$ cat config.mk
export PLATFORM = sky130hd
export DESIGN_NAME = inv_key_schedule
export DESIGN_NICKNAME = d
export VERILOG_FILES = /design/src/rtl/inv_key_schedule_pkg.sv /design/src/rtl/inv_key_schedule_step.sv /design/src/rtl/sub_byte.sv /design/src/rtl/inv_key_schedule.sv
export SDC_FILE = /design/constraint.sdc
export NUM_CORES = 2
export LEC_CHECK = 0
export CORE_ASPECT_RATIO = 1.1
export CORE_MARGIN = 3
export CORE_UTILIZATION = 43
export CTS_BUF_LIST = sky130_fd_sc_hd__clkbuf_4 sky130_fd_sc_hd__clkbuf_8
export DETAILED_ROUTE_END_ITERATION = 10
export MAX_ROUTING_LAYER = met4
export SYNTH_ARGS = -nofsm -noshare
export SYNTH_HDL_FRONTEND = slang
export SYNTH_SLANG_ARGS = --single-unit
$ cat constraint.sdc
create_clock -name clk -period 14.3 [get_ports clk]
set_input_delay 2.86 -clock clk [delete_from_list [all_inputs] [get_ports clk]]
set_output_delay 2.86 -clock clk [all_outputs]
set_load 0.05 [all_outputs]
$ cat src/rtl/inv_key_schedule_pkg.sv
// Shared constants, state encoding and GF(2^8) helpers for the AES-128 reverse key schedule.
package inv_key_schedule_pkg;
  localparam int WORD_W = 32;
  localparam int KEY_W  = 128;

  localparam logic [7:0] AES_RCON_LAST = 8'h36;
  localparam logic [7:0] RCON_POLY     = 8'h1B;

  typedef enum logic [1:0] {
    IDLE = 2'd0,
    LOAD = 2'd1,
    EMIT = 2'd2
  } ks_state_e;

  function automatic logic [7:0] xtime(input logic [7:0] b);
    return {b[6:0], 1'b0} ^ (b[7] ? RCON_POLY : 8'h00);
  endfunction

  function automatic logic [7:0] inv_xtime(input logic [7:0] b);
    return b[0] ? (((b ^ RCON_POLY) >> 1) | 8'h80) : (b >> 1);
  endfunction

  // rcon(1)=01 ... rcon(10)=AES_RCON_LAST
  function automatic logic [7:0] rcon(input int i);
    logic [7:0] r;
    r = 8'h01;
    for (int k = 1; k < 10; k++)
      if (k < i) r = xtime(r);
    return r;
  endfunction

  function automatic logic [7:0] gf_mul(input logic [7:0] a, input logic [7:0] b);
    logic [7:0] p, x, y;
    p = 8'h00;
    x = a;
    y = b;
    for (int k = 0; k < 8; k++) begin
      if (y[0]) p = p ^ x;
      x = xtime(x);
      y = y >> 1;
    end
    return p;
  endfunction
endpackage

$ cat src/rtl/inv_key_schedule_step.sv
// Combinational inverse key-expansion step: round key i and its rcon -> round key i-1.
module inv_key_step
  import inv_key_schedule_pkg::*;
(
  input  logic [KEY_W-1:0]  i_rk,
  input  logic [7:0]        i_rcon,
  output logic [KEY_W-1:0]  o_prev_rk
);
  logic [WORD_W-1:0]   w_w0, w_w1, w_w2, w_w3;
  logic [WORD_W-1:0]   w_n0, w_n1, w_n2, w_n3;
  logic [3:0][7:0]     w_rot, w_sub;
  logic [WORD_W-1:0]   w_g;

  assign {w_w0, w_w1, w_w2, w_w3} = i_rk;

  assign w_n3 = w_w3 ^ w_w2;
  assign w_n2 = w_w2 ^ w_w1;
  assign w_n1 = w_w1 ^ w_w0;

  assign w_rot = {w_n3[23:0], w_n3[31:24]};

  genvar gi;
  generate
    for (gi = 0; gi < 4; gi++) begin : g_sbox
      sub_byte u_sbox (
        .i_byte (w_rot[gi]),
        .o_byte (w_sub[gi])
      );
    end
  endgenerate

  assign w_g       = w_sub ^ {i_rcon, 24'h0};
  assign w_n0      = w_w0 ^ w_g;
  assign o_prev_rk = {w_n0, w_n1, w_n2, w_n3};
endmodule

$ cat src/rtl/sub_byte.sv
// AES forward S-box: multiplicative inverse in GF(2^8) followed by the affine map.
module sub_byte
  import inv_key_schedule_pkg::*;
(
  input  logic [7:0] i_byte,
  output logic [7:0] o_byte
);
  logic [7:0] w_inv;

  // x^254 == x^-1 (and maps 0 to 0): accumulate x^2, x^4 ... x^128
  always_comb begin
    logic [7:0] sq;
    w_inv = 8'h01;
    sq    = i_byte;
    for (int k = 1; k < 8; k++) begin
      sq    = gf_mul(sq, sq);
      w_inv = gf_mul(w_inv, sq);
    end
  end

  assign o_byte = w_inv
                ^ {w_inv[6:0], w_inv[7]}
                ^ {w_inv[5:0], w_inv[7:6]}
                ^ {w_inv[4:0], w_inv[7:5]}
                ^ {w_inv[3:0], w_inv[7:4]}
                ^ 8'h63;
endmodule

$ cat src/rtl/inv_key_schedule.sv
// AES-128 reverse key expander: emits round keys NUM_ROUNDS..0 over a valid/ready stream.
// Optional macro INV_KS_ZEROIZE_EN wipes rk/rcon on completion or abort.
module inv_key_schedule
  import inv_key_schedule_pkg::*;
#(
  parameter int NUM_ROUNDS = 10
) (
  input  logic              clk,
  input  logic              rst_n,
  input  logic              start,
  input  logic [KEY_W-1:0]  last_key,
  input  logic              abort,
  output logic              busy,
  output logic              rk_valid,
  input  logic              rk_ready,
  output logic [KEY_W-1:0]  rk,
  output logic [3:0]        rk_round,
  output logic              done
);
  localparam logic [3:0] ROUND_INIT = 4'(NUM_ROUNDS);
  localparam logic [7:0] RCON_INIT  = rcon(NUM_ROUNDS);

  ks_state_e        r_state, w_state_nxt;
  logic [KEY_W-1:0] r_rk;
  logic [KEY_W-1:0] w_prev_rk;
  logic [3:0]       r_round;
  logic [7:0]       r_rcon;
  logic             r_done;
  logic             w_accept, w_last;

  assign rk_valid = (r_state == EMIT);
  assign busy     = (r_state != IDLE);
  assign rk       = r_rk;
  assign rk_round = r_round;
  assign done     = r_done;

  assign w_accept = rk_valid & rk_ready;
  assign w_last   = w_accept & (r_round == 4'd0);

  inv_key_step u_step (
    .i_rk      (r_rk),
    .i_rcon    (r_rcon),
    .o_prev_rk (w_prev_rk)
  );

  always_ff @(posedge clk or negedge rst_n) begin
    if (!rst_n) r_state <= IDLE;
    else        r_state <= w_state_nxt;
  end

  // Capture is folded into the IDLE->EMIT edge; LOAD only exists as a name.
  always_comb begin
    w_state_nxt = r_state;
    if (abort) begin
      w_state_nxt = IDLE;
    end else begin
      case (r_state)
        IDLE:    if (start)  w_state_nxt = EMIT;
        LOAD:    w_state_nxt = EMIT;
        EMIT:    if (w_last) w_state_nxt = IDLE;
        default: w_state_nxt = IDLE;
      endcase
    end
  end

  always_ff @(posedge clk or negedge rst_n) begin
    if (!rst_n) begin
      r_rk    <= '0;
      r_round <= 4'd0;
      r_rcon  <= 8'h00;
      r_done  <= 1'b0;
    end else begin
      r_done <= 1'b0;
      if (abort) begin
`ifdef INV_KS_ZEROIZE_EN
        r_rk   <= '0;
        r_rcon <= 8'h00;
`endif
      end else begin
        case (r_state)
          IDLE: begin
            if (start) begin
              r_rk    <= last_key;
              r_round <= ROUND_INIT;
              r_rcon  <= RCON_INIT;
            end
          end
          EMIT: begin
            if (w_last) begin
              r_done <= 1'b1;
`ifdef INV_KS_ZEROIZE_EN
              r_rk   <= '0;
              r_rcon <= 8'h00;
`endif
            end else if (w_accept) begin
              r_rk    <= w_prev_rk;
              r_round <= 4'(r_round - 4'd1);
              r_rcon  <= inv_xtime(r_rcon);
            end
          end
          default: ;
        endcase
      end
    end
  end
endmodule

# Yosys cells after proc, flatten, opt, wreduce, memory -nomap -nowiden
# Index checks and enable logic that the tools add are counted.
dict set report op_classes {
  n_reduce_logical 6
  eq_ne 7
  bitwise 785
  shifts 0
  mux 832
  add_sub_neg 1
  magnitude_cmp 0
  multipliers 0
  div_mod_pow 0
}
# operator count
set op_table {}
lappend op_table {{two-way mux 8 bit} 424}
lappend op_table {{XOR 8 bit} 380}
lappend op_table {{XOR 8 x 5 -> 8 bit} 364}
lappend op_table {{two-way mux 5 bit} 368}
lappend op_table {{two-way mux 128 bit} 3}
lappend op_table {{one-hot mux 128 bit (2 select lines)} 1}
lappend op_table {{XOR 32 bit} 5}
lappend op_table {{two-way mux 4 bit} 7}
lappend op_table {{two-way mux 7 bit} 4}
lappend op_table {{NOT 1 bit, first input constant} 28}
lappend op_table {{two-way mux 6 bit} 4}
lappend op_table {{NOT 4 bit} 5}
lappend op_table {{one-hot mux 8 bit (2 select lines)} 1}
lappend op_table {{two-way mux 2 bit} 7}
lappend op_table {{two-way mux 3 bit} 4}
lappend op_table {{one-hot mux 4 bit (2 select lines)} 1}
lappend op_table {{two-way mux 1 bit} 7}
lappend op_table {{one-hot mux 2 bit (3 select lines)} 1}
lappend op_table {{AND reduction 5 bit} 1}
lappend op_table {{zero test 4 bit} 1}
lappend op_table {{inequality test 2 bit, second input constant} 2}
lappend op_table {{nonzero test 2 bit} 2}
lappend op_table {{subtractor 4 x 1 -> 4 bit, second input constant} 1}
lappend op_table {{inequality test 3 x 2 -> 1 bit, second input constant} 1}
lappend op_table {{8 further kinds} 9}
dict set report word_totals {
  ram_bits 0
  ff_bits 143
  latch_bits 0
  inputBits 133
  n_memories 0
  out_inout_bits 135
  word_cells 1636
  mem_bits_ro 0
}

# Logic depth before layout (Yosys ltp)
dict set report logic_depth {
  word_depth 138
  depth_mapped 66
  ltp_nobuf 56
}

# Hierarchy
# Synthesis repeated with hierarchy kept, for this count alone.
dict set report hier_totals {
  cells_unflattened 8846
  area_unflattened_um2 68031.5
}
# mod n_inst area_each_um2 seq_area_each_um2 cells_per_inst
set modules_own_cells {}
lappend modules_own_cells {{sub_byte (u_step.g_sbox[1].u_sbox ...)} 3 15315.9 0.0 2049}
lappend modules_own_cells {{sub_byte (u_step.g_sbox[0].u_sbox)} 1 14396.3 0.0 1949}
lappend modules_own_cells {inv_key_schedule 1 6446.2 3553.4 622}
lappend modules_own_cells {inv_key_step 1 1241.2 0.0 128}

# Least setup slack after synthesis
# OpenSTA, ideal clock, no wires.
dict set report synth_timing {
  kind {register -> register}
  start {register r_rk[55], in the netlist rk[55]}
  end {register r_rk[126], in the netlist rk[126]}
  t_required_ns 14.182
  period_less_slack_ns 15.949
  stages_incl_launch_ff 63
  setup_slack_ns -1.649
  arrival_ns 15.831
  setup_ns 0.118
  path_buffers 11
  cell_sequence {dfrtp_1 -> xnor2_2 -> inv_2 -> buf_2 -> ha_1 -> xnor3_1 -> mux2i_1 -> xnor2_1 -> clkbuf_1 -> ha_1 -> buf_1 -> nand2_1 -> xor2_1 -> xnor2_1 -> inv_1 -> clkbuf_1 -> clkbuf_1 -> ha_1 -> [... 27 more ...] -> o21ai_0 -> a211o_1 -> and4_1 -> o31ai_4 -> xnor2_4 -> o21ai_1 -> a221o_1 -> xor2_1 -> mux4_2 -> xnor2_1 -> o21ai_1 -> xor2_1 -> nor2_1 -> xnor3_1 -> xnor3_1 -> xnor3_1 -> a21oi_1 -> a21o_1}
}
dict set report synth_via {
  elab_chain_cells 135
  word_cells_on_any_way 392
  classes_between {mux: 202; bitwise: 190}
}
# item line_no
set synth_rtl {}
lappend synth_rtl {{from (decl)} inv_key_schedule.sv:24} ;# logic [KEY_W-1:0] r_rk;
lappend synth_rtl {{from (signal assigned)} inv_key_schedule.sv:83} ;# r_rk <= last_key;
lappend synth_rtl {{from (signal assigned)} inv_key_schedule.sv:96} ;# r_rk <= w_prev_rk;
lappend synth_rtl {{XOR 32 bit (*)} inv_key_schedule_step.sv:16} ;# assign w_n3 = w_w3 ^ w_w2;
lappend synth_rtl {{two-way mux 5 bit} inv_key_schedule_pkg.sv:16} ;# return {b[6:0], 1'b0} ^ (b[7] ? RCON_POLY : 8'h00);
lappend synth_rtl {{XOR 8 x 5 -> 8 bit} inv_key_schedule_pkg.sv:16}
lappend synth_rtl {{XOR 8 bit} inv_key_schedule_pkg.sv:38} ;# if (y[0]) p = p ^ x;
lappend synth_rtl {{two-way mux 8 bit} inv_key_schedule_pkg.sv:38}
lappend synth_rtl {{XOR 8 bit} inv_key_schedule_pkg.sv:38}
lappend synth_rtl {{two-way mux 8 bit} inv_key_schedule_pkg.sv:38}
lappend synth_rtl {{XOR 8 bit} inv_key_schedule_pkg.sv:38}
lappend synth_rtl {{[... 119 more ...]} n/a}
lappend synth_rtl {{XOR 8 bit} sub_byte.sv:24} ;# ^ {w_inv[4:0], w_inv[7:5]}
lappend synth_rtl {{XOR 8 bit (*)} sub_byte.sv:25} ;# ^ {w_inv[3:0], w_inv[7:4]}
lappend synth_rtl {{NOT 4 bit (no source line) (*)} n/a}
lappend synth_rtl {{XOR 32 bit (*)} inv_key_schedule_step.sv:32} ;# assign w_g = w_sub ^ {i_rcon, 24'h0};
lappend synth_rtl {{XOR 32 bit (*)} inv_key_schedule_step.sv:33} ;# assign w_n0 = w_w0 ^ w_g;
lappend synth_rtl {{two-way mux 128 bit (*)} inv_key_schedule.sv:95} ;# end else if (w_accept) begin
lappend synth_rtl {{two-way mux 128 bit (*)} inv_key_schedule.sv:89} ;# if (w_last) begin
lappend synth_rtl {{one-hot mux 128 bit (2 select lines) (*)} inv_key_schedule.sv:80} ;# case (r_state)
# Mark *: on every way between the ends. The rest lies on a longest branch, timed or not. The select of a mux whose other input is x is not followed.
# A chain may end at the register's enable or synchronous reset.

# Worst setup path in the final report
dict set report layout_timing {
  start {register r_rk[23], in the netlist rk[23]}
  end {register r_rk[126], in the netlist rk[126]}
}
# Same word-level chain as after synthesis.

==> summary.md <==
| Metric | Value |
|---|---|
| Clock Skew | 0.0352 ns |
| Final setup violation count | 0 |
| Initial Util | 43.5% |
| WL final | 217 mm |
| Post-synthesis compound-gate area fraction | 17.1% |
| Synth async-reset ratio | 100% |
| Kind of critical path | flip-flop to flip-flop |
| Post-synthesis sequential area ratio | 5.96% |
| Post-Synth Adder-Cell Area | 0.420% |
| Min Tclk post-route | 13.98 ns |
| Status | complete, no violations |
| Global Route Usage Sum | 29.4% |
| CTS H-Tree Depth | 4 |
| Cell family with most CP delay | compound AO/OA/AOI/OAI gates |
| Synthesized flop and latch total | 142 |
| Worst reg2reg path depth | 57 |
| Initial antenna violation count | 13 |
| DRC | 0 |
| FF/Latch Area | 3560 um^2 |
| Synth Net Count | 8223 |
| RSZ-0062 raised after global routing | yes |
| Clock tree buffer depth | 2 |
| Warnings, synthesis | 0 |
| Hold Violations, Final | 0 |
| Via count | 60800 |
| Fillers | 12700 |
| Die area | 143000 um^2 |
| CP max-delay cell | or4_4 |
| Crit path to | rk[126] |
| # IOs | 268 |
| Layout area overhead | 26.5% |
| Largest fanout on the critical path | 7 |
| First-pass GRT wire length | 331 mm |
| Largest stage delay on the critical path | 0.52 ns |
| Drt pass-1 iters | 8 |
| Mux contribution to synthesized area | 4.22% |
| Final Net Count | 9024 |
| WP buf/inv | 6 |
| Vias in the first global route | 56500 |
| Post-Syn Instances | 8070 |
| Syn_area_per_cell | 7.38 um^2 |
| Largest family of logic cells by synthesized area | XOR/XNOR gates |
| Clk_lat worst skew | 0.65 ns |
| Final GP Congestion | 0.960 |
| Share of the synthesized area in the top cell type | 25.3% |
| Worst hold margin | 0.527 ns |
| Core Region | 137000 um^2 |
| Synth area leaders | xnor2_1 (25%), xnor3_1 (8.7%), nor2_1 (7.9%) |
| CTS tree | built |
| Dpl hpwl | 161 mm |
| Most common cell in the synthesized netlist | xnor2_1 |
| Slew headroom | 15.1% |
| Synth Area in XOR/XNOR | 48.0% |
| Clock Sink Count | 142 |
| Reg2reg start | rk[23] |
| Fmax | 0.0715 GHz |
| Commonest cells in the synthesized netlist | xnor2_1 (1718), nor2_1 (1259), nand2_1 (797) |
| Layout Utilization | 55.0% |
| HP Start | r_rcon[6] |
| Worst flop-to-flop path endpoint | rk[126] |
| Worst EP arrival | 14.49 ns |
| Clk slew on worst S/H paths | 0.09 ns |
| DIE HEIGHT | 396 um |
| Synth Cell Area | 59600 um^2 |
| Pin count of the biggest net entering global routing | 72 |
| CTS Hold Bufs | 0 |
| Synth cell types | 118 |
| CP Capture Type | flip-flop |
| Prevailing post-synth register cell | dfrtp_1 |
| WP depth | 57 |
| # Max-Cap Violations | 0 |
| Yosys top cell by area | xnor2_1 |
| Detailed router's first-iteration violation count | 5801 |
| R2r setup slk | 0.32 ns |
| Worst Max-Slew Pin Slew | 1.27 ns |
| Startpoint types | flip-flop |
| Slew Limit Fails | 0 |
| Congestion Overflow GR | 0 |
| Worst path required time | 14.82 ns |
| CTS buffer count | 17 |
| Number of synthesized flops with an enable pin | 0 |
| Die Wd | 361 um |
| Synth Area in Simple Gates | 20.1% |
| Crit path from | rk[23] |
| Wire length per cell | 20.3 um |
| Hold Path Class | flip-flop to flip-flop |
| CP most frequent cell | xnor2_4 |
| FP Rows | 142 |
| DR vias/cell | 5.69 |
| Cell chosen for the clock root | clkbuf_8 |
| Final Cycle Share | 97.8% |
| Area occupied by multi-input gates | 57800 um^2 |
| Final ANT Viol Nets | 0 |
| I/O Buffers | 267 |
| Share of post-route cells with drive strength above 1 | 21.4% |
## cell type report
type | instances | share of cell area (%)
clock inverter | 14 | 0.206
antenna | 11 | 0.0365
timing repair buffer | 1301 | 14.6
multi-input combinational | 7327 | 76.7
inverter | 82 | 0.418
tap | 1800 | 2.99
sequential | 142 | 4.73
clock buffer | 18 | 0.329
## state kept, by name, indices dropped and copies added, names as in the netlist
name	count
rk_round	4
done	1
rk	128
r_state	1
r_rcon	8
## worst min-delay path, delay by kind of cell (launching register included)
family        cells  cell delay (ns)
simple gates      2             0.11
flops             1             0.39
## metal layers
| metal | wire length, um | track usage [%] | share of wire (%) |
|---|---|---|---|
| met1 | 96000 | 39.6 | 44 |
| met4 | 5630 | 7.25 | 2.6 |
| met5 | 0 | - | 0 |
| met2 | 102000 | 46.9 | 47 |
| met3 | 13900 | 3.69 | 6.4 |
## worst min path at each step
| stage | slack (ns) | depth (start not counted) | end |
|---|---|---|---|
| after floorplan | 0.48 | 2 | r_rcon[4] |
| after detailed placement | 0.50 | 2 | r_rcon[5] |
| after global placement | 0.50 | 2 | r_rcon[5] |
| after global routing | 0.55 | 2 | r_rcon[5] |
| final | 0.53 | 2 | r_rcon[5] |
| after CTS | 0.53 | 2 | r_rcon[5] |
## per-stage QoR
stage / cells / setup TNS [ns] / setup slack, ns / area [um^2]
finish: 10700 / 0 / 0.321 / 75400
global route: 10700 / -2.75 / -0.225 / 75400
CTS: 10500 / -0.00963 / -0.00963 / 70200
detailed placement: 10400 / -8.56 / -0.670 / 69200
global placement: 10400 / -5.48 / -0.561 / 69200
floorplan: 8070 / -0.0506 / -0.0506 / 60000
## placed cells by master, fill, tap and decap left out, types with 35 or more instances in the layout
cell	Yosys	routed
nor3_1	177	173
mux2i_1	195	183
clkdlybuf4s50_1	0	266
buf_6	2	46
a21oi_1	468	459
buf_4	16	955
xnor2_4	29	82
nand2_1	797	791
xnor2_2	105	307
nor2_1	1259	1240
xnor2_1	1718	1463
a22oi_1	44	40
o21ai_1	26	38
o21ai_0	432	415
xor2_2	32	76
nand2b_1	66	66
mux2_2	37	36
nand3_1	198	197
a211oi_1	64	56
xnor3_1	231	180
xor2_1	456	390
nor2b_1	78	78
a31oi_1	70	63
o211ai_1	46	46
and2_1	41	35
dfrtp_1	142	135
inv_1	63	60
o22ai_1	198	193
xnor3_2	14	65
## cells by family after synthesis
family / after synthesis
compound gates: 1647
fa+ha+maj: 20
flops: 142
mux: 240
simple gates: 2792
buf+inv: 602
xor+xnor: 2627
## repair_timing
action	in CTS	in global routing
gates cloned	0	3
buffers inserted	25	227
resized for setup	58	529
pin swaps	20	233
endpoints found under the setup margin	30	32
Power is left out: the tool's default activity adds up to more than one toggle a clock period on the data nets, which glitch-free logic cannot reach.
